File: config.mk
export PLATFORM = sky130hd
export DESIGN_NAME = stopwatch_ctrl
export DESIGN_NICKNAME = d
export VERILOG_FILES = /design/src/rtl/stopwatch_pkg.sv /design/src/rtl/btn_debounce.sv /design/src/rtl/stopwatch_ctrl.sv
export SDC_FILE = /design/constraint.sdc
export NUM_CORES = 1
export LEC_CHECK = 0
export ABC_AREA = 0
export BUFFER_PORTS_ARGS = -buffer_cell sky130_fd_sc_hd__buf_2
export CORE_AREA = 2 2 103 105
export DETAILED_ROUTE_END_ITERATION = 10
export DIE_AREA = 0 0 105 107
export GPL_TIMING_DRIVEN = 0
export PLACE_DENSITY = 0.7
export SYNTH_ARGS = -nofsm -noshare
export SYNTH_HDL_FRONTEND = slang
export SYNTH_SLANG_ARGS = --single-unit
File: constraint.sdc
create_clock -name clk -period 3.83 [get_ports clk]
set_input_delay 0.1915 -clock clk [delete_from_list [all_inputs] [get_ports clk]]
set_output_delay 0.1915 -clock clk [all_outputs]
set_load 0.1 [all_outputs]
File: src/rtl/stopwatch_pkg.sv
// Shared definitions for the MM:SS stopwatch: FSM encodings, default clock rate and the
// debounce-length helper.
package stopwatch_pkg;

  // Default main clock; the display scanner derives its refresh rate from this as well.
  localparam int unsigned CLK_HZ_DEFAULT = 50_000_000;

  // Encodings are exported on the status LEDs, so they are fixed.
  typedef enum logic [1:0] {
    ST_IDLE  = 2'b00,
    ST_RUN   = 2'b01,
    ST_PAUSE = 2'b10
  } sw_state_e;

  // Clock cycles a button level must stay stable before it is accepted.
  function automatic int unsigned deb_cycles(input int unsigned clk_hz,
                                             input int unsigned debounce_ms);
    return clk_hz / 1000 * debounce_ms;
  endfunction

endpackage

File: src/rtl/btn_debounce.sv
// Debouncer for one raw push-button: 2-FF synchronizer, stability counter, and a one-cycle
// pulse on each accepted press. Releases produce no pulse.
module btn_debounce #(
  parameter int unsigned DEB_CYCLES = 10
) (
  input  logic clk,
  input  logic rst_n,
  input  logic btn,
  output logic press
);

  localparam int unsigned CW = (DEB_CYCLES > 1) ? $clog2(DEB_CYCLES) : 1;
  localparam logic [CW-1:0] CNT_LAST = CW'(DEB_CYCLES - 1);

  logic [1:0]    sync_q;
  logic [CW-1:0] cnt_q, cnt_d;
  logic          level_q, level_d;
  logic          level_prev_q;
  logic          press_q;

  // Count consecutive synchronized samples that disagree with the accepted level; the
  // DEB_CYCLES-th such sample flips the level. Any agreeing sample restarts the count.
  always_comb begin
    cnt_d   = '0;
    level_d = level_q;
    if (sync_q[1] != level_q) begin
      if (cnt_q == CNT_LAST) begin
        level_d = sync_q[1];
      end else begin
        cnt_d = cnt_q + CW'(1);
      end
    end
  end

  // Synchronizer, debounce state and registered rising-edge pulse.
  always_ff @(posedge clk or negedge rst_n) begin
    if (!rst_n) begin
      sync_q       <= 2'b00;
      cnt_q        <= '0;
      level_q      <= 1'b0;
      level_prev_q <= 1'b0;
      press_q      <= 1'b0;
    end else begin
      sync_q       <= {sync_q[0], btn};
      cnt_q        <= cnt_d;
      level_q      <= level_d;
      level_prev_q <= level_q;
      press_q      <= level_q & ~level_prev_q;
    end
  end

  assign press = press_q;

endmodule

File: src/rtl/stopwatch_ctrl.sv
// Stopwatch control sequencer: debounces start/pause/lap, runs the IDLE/RUN/PAUSE FSM and
// the 1 Hz prescaler, and drives counter clear, second tick, lap capture and display select.
module stopwatch_ctrl
  import stopwatch_pkg::*;
#(
  parameter int unsigned CLK_HZ      = CLK_HZ_DEFAULT,
  parameter int unsigned DEBOUNCE_MS = 20
) (
  input  logic       clk,
  input  logic       rst_n,
  input  logic       btn_start,
  input  logic       btn_pause,
  input  logic       btn_lap,
  output logic       cnt_clr,
  output logic       sec_tick,
  output logic       lap_latch,
  output logic       disp_sel,
  output logic [1:0] state
);

  localparam int unsigned DEB_CYCLES = deb_cycles(CLK_HZ, DEBOUNCE_MS);
  localparam int unsigned PW = (CLK_HZ > 1) ? $clog2(CLK_HZ) : 1;
  localparam logic [PW-1:0] PRE_LAST = PW'(CLK_HZ - 1);

  logic      start_ev, pause_ev, lap_ev;
  sw_state_e state_q;
  logic [PW-1:0] pre_q;

  btn_debounce #(.DEB_CYCLES(DEB_CYCLES)) u_deb_start (
    .clk   (clk),
    .rst_n (rst_n),
    .btn   (btn_start),
    .press (start_ev)
  );

  btn_debounce #(.DEB_CYCLES(DEB_CYCLES)) u_deb_pause (
    .clk   (clk),
    .rst_n (rst_n),
    .btn   (btn_pause),
    .press (pause_ev)
  );

  btn_debounce #(.DEB_CYCLES(DEB_CYCLES)) u_deb_lap (
    .clk   (clk),
    .rst_n (rst_n),
    .btn   (btn_lap),
    .press (lap_ev)
  );

  // FSM, prescaler and registered output pulses. Event priority is start > pause > lap.
  always_ff @(posedge clk or negedge rst_n) begin
    if (!rst_n) begin
      state_q   <= ST_IDLE;
      pre_q     <= '0;
      cnt_clr   <= 1'b0;
      sec_tick  <= 1'b0;
      lap_latch <= 1'b0;
      disp_sel  <= 1'b0;
    end else begin
      cnt_clr   <= 1'b0;
      sec_tick  <= 1'b0;
      lap_latch <= 1'b0;

      // Prescaler only advances in RUN; PAUSE holds it so the fractional second survives.
      if (state_q == ST_RUN) begin
        if (pre_q == PRE_LAST) begin
          pre_q    <= '0;
          sec_tick <= 1'b1;
        end else begin
          pre_q <= pre_q + PW'(1);
        end
      end

      unique case (state_q)
        ST_IDLE: begin
          if (start_ev) begin
            state_q <= ST_RUN;
            cnt_clr <= 1'b1;
          end
        end
        ST_RUN: begin
          if (start_ev) begin
            cnt_clr <= 1'b1;
          end else if (pause_ev) begin
            state_q <= ST_PAUSE;
          end else if (lap_ev) begin
            if (!disp_sel) begin
              lap_latch <= 1'b1;
            end
            disp_sel <= ~disp_sel;
          end
        end
        ST_PAUSE: begin
          if (start_ev) begin
            state_q <= ST_IDLE;
            cnt_clr <= 1'b1;
          end else if (pause_ev) begin
            state_q <= ST_RUN;
          end else if (lap_ev && disp_sel) begin
            disp_sel <= 1'b0;
          end
        end
        default: state_q <= ST_IDLE;
      endcase

      // A start press clears in every state; the clear wins over a coinciding tick.
      if (start_ev) begin
        pre_q    <= '0;
        sec_tick <= 1'b0;
        disp_sel <= 1'b0;
      end
    end
  end

  assign state = state_q;

endmodule

# After elaboration in Yosys (flattened, before gate mapping)
# Cells that the tools add are included.
totals:
  ff_bits: 107
  latch_bits: 0
  ram_bits: 0
  mem_bits_ro: 0
  in_bits: 5
  out_inout_bits: 6
  elab_cells: 90
  n_memories: 0
op_classes:
  add_sub_neg: 4
  n_mul: 0
  div: 0
  magnitude_cmp: 0
  n_eq_ne: 17
  shift: 0
  muxes: 31
  bitwise: 7
  reduce_logical: 10
op_table:
  columns: ["operator", "n"]
  rows:
  - ["$mux W20", 6]
  - ["$mux W26", 3]
  - ["$add A20 B1 Y20 const B", 3]
  - ["$eq A20 B20 Y1 const B", 3]
  - ["$add A26 B1 Y26 const B", 1]
  - ["$eq A26 B26 Y1 const B", 1]
  - ["$mux W1", 15]
  - ["$mux W2", 5]
  - ["$ne A3 B1 Y1 const B", 2]
  - ["$ne A3 B3 Y1 const B", 2]
  - ["$pmux W2 S3", 1]
  - ["$reduce_and A2 Y1", 3]
  - ["$reduce_and A5 Y1", 1]
  - ["$ne A2 B1 Y1 const B", 2]
  - ["$not A1 Y1", 4]
  - ["$reduce_and A4 Y1", 1]
  - ["$and A1 B1 Y1", 3]
  - ["$ne A1 B1 Y1", 3]
  - ["$ne A3 B2 Y1 const B", 1]
  - ["$reduce_bool A3 Y1", 1]
  - ["$reduce_or A3 Y1", 1]
  - ["$eq A2 B1 Y1 const B", 1]
  - ["$eq A2 B2 Y1 const B", 1]
  - ["$logic_not A2 Y1", 1]
  - ["other kinds (4)", 4]

# Depth between registers and ports, before layout
depth:
  depth_word: 5
  mapped_depth: 8
  depth_no_buf: 7

# By module
# Synthesis repeated with hierarchy kept, for this count alone.
hier_totals:
  cells_unflattened: 526
  hier_area_um2: 5276.3
by_module_without_submodules:
  columns: ["mod", "instances", "cells_each", "area_each_um2", "seq_area_each_um2"]
  rows:
  - ["btn_debounce at u_deb_lap ...", 2, 109, 1171.1, 625.6]
  - ["stopwatch_ctrl", 1, 197, 1767.9, 800.8]
  - ["btn_debounce at u_deb_pause", 1, 111, 1166.1, 625.6]

# Least setup slack after synthesis
# No wires, ideal clock.
synth_timing:
  kind: "register -> register"
  start: "register state_q[0] (netlist: state[0])"
  end: "register pre_q[25]"
  setup_time_ns: 0.082
  arrival_ns: 2.262
  required_ns: 3.748
  slack_ns: 1.486
  path_stages_with_launch: 6
  n_path_buf: 1
  synth_period_minus_slack_ns: 2.344
  cell_sequence: "dfrtp_1 > ha_1 > clkbuf_1 > o21ai_0 > or4_1 > a31oi_1"
synth_via:
  elab_chain_cells: 2
synth_rtl:
  columns: ["element", "line", "source"]
  rows:
  - ["start, declared", "stopwatch_ctrl.sv:26", "sw_state_e state_q;"]
  - ["start signal, assigned", "stopwatch_ctrl.sv:53", "state_q <= ST_IDLE;"]
  - ["start signal, assigned", "stopwatch_ctrl.sv:77", "state_q <= ST_RUN;"]
  - ["start signal, assigned", "stopwatch_ctrl.sv:85", "state_q <= ST_PAUSE;"]
  - ["$eq A2 B1 Y1", "stopwatch_ctrl.sv:65", "if (state_q == ST_RUN) begin"]
  - ["$reduce_bool A2 Y1 (no line)", null, null]
  - ["end signal, assigned", "stopwatch_ctrl.sv:70", "pre_q <= pre_q + PW'(1);"]
  - ["end, declared", "stopwatch_ctrl.sv:27", "logic [PW-1:0] pre_q;"]
# No other way between the ends.
# A chain may end at the register's enable or synchronous reset.

# Final worst setup path
layout_timing:
  start: "register pre_q[0]"
  end: "register pre_q[24]"
layout_via:
  elab_chain_cells: 4
  elab_cells_between_ends: 5
  classes_between: "add/sub: 1; eq/ne: 1; mux: 3"
layout_rtl:
  columns: ["element", "line", "source"]
  rows:
  - ["$add A26 B1 Y26 or $eq A26 B26 Y1 (tied branches)", "stopwatch_ctrl.sv:70, stopwatch_ctrl.sv:66", null]
  - ["$mux W26 (*)", "stopwatch_ctrl.sv:66", "if (pre_q == PRE_LAST) begin"]
  - ["$mux W26 (*)", "stopwatch_ctrl.sv:65", null]
  - ["$mux W26 (*)", "stopwatch_ctrl.sv:107", "if (start_ev) begin"]
# Mark *: on every way between the ends. The rest lies on a longest branch, timed or not. The select of a mux whose other input is x is not followed.

==> results.py <==
metrics = {
    "layout": {
        "nets": 564,
        "finalNonFillerCells": 691,
        "area_growth_pct": 9.902,
        "final_common_cell": "dfrtp_1",
        "antenna_cells": 0,
        "most-common-layout-cells": "dfrtp_1 (107), nor2_1 (86), nand2_1 (41)",
        "drive_gt1_share_pct": 8.649,
    },
    "cts": {
        "cts_root_buf": "clkbuf_8",
        "hold_buffers": 4,
        "cts_tree": "built",
        "cts_sinks": 107,
        "post_cts_buffers": 0,
        "clkSlewWorstSetupHoldPaths_ns": 0.10,
        "clkLatencyLatePin_ns": 0.37,
        "ctsLongestPathBuffers": 2,
        "cts_resized": 0,
        "htree_num_levels": 3,
        "cts_buffers": 9,
    },
    "sta": {
        "worstMarginPinSlew_ns": 0.7807,
        "min_period_over_period_pct": 64.95,
        "maxSlewHeadroom_pct": 47.55,
        "slew_viol_final": 0,
        "setup_tns_ns": 0,
        "fin_ws_ns": 1.343,
        "max_freq_mhz": 402.0,
        "hold_viol": 0,
        "finalSetupViolations": 0,
        "rsz0062_at_grt": "no",
        "fin_crit_ns": 2.487,
        "skew_ns": 0.01194,
    },
    "drt": {
        "wirelength_um": 10040,
        "vias": 3858,
        "wl_per_cell_um": 14.53,
        "first_pass_iters": 5,
        "drt-initial-drc-count": 208,
        "avgViaCountPerCell": 5.583,
        "drtAntennaViolNets": 0,
        "drc": 0,
    },
    "power_and_ir_drop": {
        "vdd_drop_max_uv": 301.1,
        "p_leak_nw": 2.463,
        "powerDensity_mw_per_mm2": 345.8,
    },
    "yosys": {
        "synth-edff-count": 0,
        "async_reset_ff_share_pct": 100.0,
        "synthCells": 524,
        "synth_fp_nets": 538,
        "yosysSeqAreaShare_pct": 51.31,
        "postSynthAreaPerCell_um2": 9.959,
        "ys.flop_type": "dfrtp_1",
        "synth_seq_cells": 107,
        "syn_area_mm2": 0.005219,
        "ys_types": 46,
        "synth-warning-count": 0,
    },
    "place": {
        "place.gp.congestion": 0.8452,
        "post-place-ws_ns": 1.357,
        "portBuffers": 10,
        "dp_hpwl_um": 6880,
        "dp.cells": 671,
    },
    "setup_path": {
        "cp_max_fo": 7,
        "start_kind": "register",
        "critical_path_class": "reg2reg",
        "timing.rr.start": "pre_q[0]",
        "critPathRequiredTime_ns": 4.12,
        "end_kind": "register",
        "startpoint": "pre_q[0]",
        "arrival_ns": 2.78,
    },
    "grt": {
        "grt_pass1_wl_um": 17230,
        "grt_use_total_pct": 18.95,
        "gr-total-overflow": 0,
        "antenna_found_initial": 0,
        "grt_max_degree": 68,
        "grt_pass1_vias": 3690,
    },
    "die": {
        "num_rows": 37,
        "start_util_pct": 51.71,
        "dieArea_mm2": 0.01124,
        "core_mm2": 0.01009,
        "fp.dieH_um": 107,
        "fp.dieW_um": 105,
        "ios": 11,
    },
    "status": {
        "status": "finished, final reports clean",
    },
    "run": {
        "maxCapViolations": 0,
    },
    "worst_hold_path": {
        "hp-class": "in2async",
    },
}
Yosys cell counts (9+ instances only):
cell type  number  area share, %
a21oi_1        17            1.6
a31oi_1        12            1.4
and3_1         15            1.8
and4_1          9            1.5
dfrtp_1       107             51
ha_1            9            2.2
nand2_1        41            2.9
nand3_1        31            3.0
nand4_1        25            3.0
nor2_1         86            6.2
nor4_1         10            1.2
o21ai_0        12            1.2
xnor2_1        24            4.0
xor2_1         35            5.9
area by class of cell:
type,instances,area (um2)
fill,904,4357
timing repair buffer,15,120.1
multi-input combinational,392,2420
inverter,8,30.03
tap,136,170.2
clock inverter,5,85.08
sequential,107,2678
buffer,17,91.34
clock buffer,11,141.4
per-layer routing:
metal  global-route usage [%]  part of all wire [%]
met5                        0                     0
met4                    7.238                   1.4
met3                    4.255                   3.6
met2                    29.78                    47
met1                    25.80                    48
where the power goes:
part / internal [W] / switching [W] / total (W)
Sequential: 0.00114 / 0.00000849 / 0.00115
Combinational: 0.0000180 / 0.0000397 / 0.0000578
Clock: 0.000390 / 0.000387 / 0.000777
per-stage QoR:
stage / hold slack [ns] / instance area (um2) / power [W] / util (%)
after floorplan: -0.1041 / 5219 / 0.001192 / -
after global placement: 0.3004 / 5439 / 0.001222 / 53.89
after detailed placement: 0.2309 / 5469 / 0.001228 / 54.19
after CTS: 0.3510 / 5736 / 0.002010 / 56.83
after global routing: 0.3692 / 5736 / 0.002069 / 56.83
final: 0.3412 / 5736 / 0.001983 / 56.83
worst max-delay path: stages (launching register included):
cell and delay (ns):
dfrtp_1 0.48, ha_1 0.28, nand3_1 0.18, nor4_2 0.66, nand2_1 0.16, or4_1 0.50, a21oi_1 0.15
sequential cells by signal (all words and copies together) (netlist names), 2 cells and up:
signal	flops
pre_q	26
state	2
u_deb_lap.cnt_q	20
u_deb_lap.sync_q	2
u_deb_pause.cnt_q	20
u_deb_pause.sync_q	2
u_deb_start.cnt_q	20
u_deb_start.sync_q	2
path summary, 6_finish.rpt:
| kind | to | slack, ns | depth (start not counted) |
|---|---|---|---|
| worst max-delay path | pre_q[24] | 1.34 | 6 |
| min in group clk | u_deb_lap.sync_q[1] | 0.36 | 0 |
| max in group asynchronous | u_deb_pause.cnt_q[9] | 2.77 | 3 |
| worst max register to register | pre_q[24] | 1.34 | 6 |
| worst min-delay path | u_deb_start.cnt_q[15] | 0.34 | 2 |
| worst min register to register | u_deb_lap.sync_q[1] | 0.36 | 0 |
logic make-up after synthesis:
family | synth area share [%]
fa+ha+maj | 2.158
mux | 1.415
compound gates | 6.162
simple gates | 26.73
flops | 51.31
xor+xnor | 9.902
buf+inv | 2.326
Note: power is estimated with default switching activity, not from simulation.
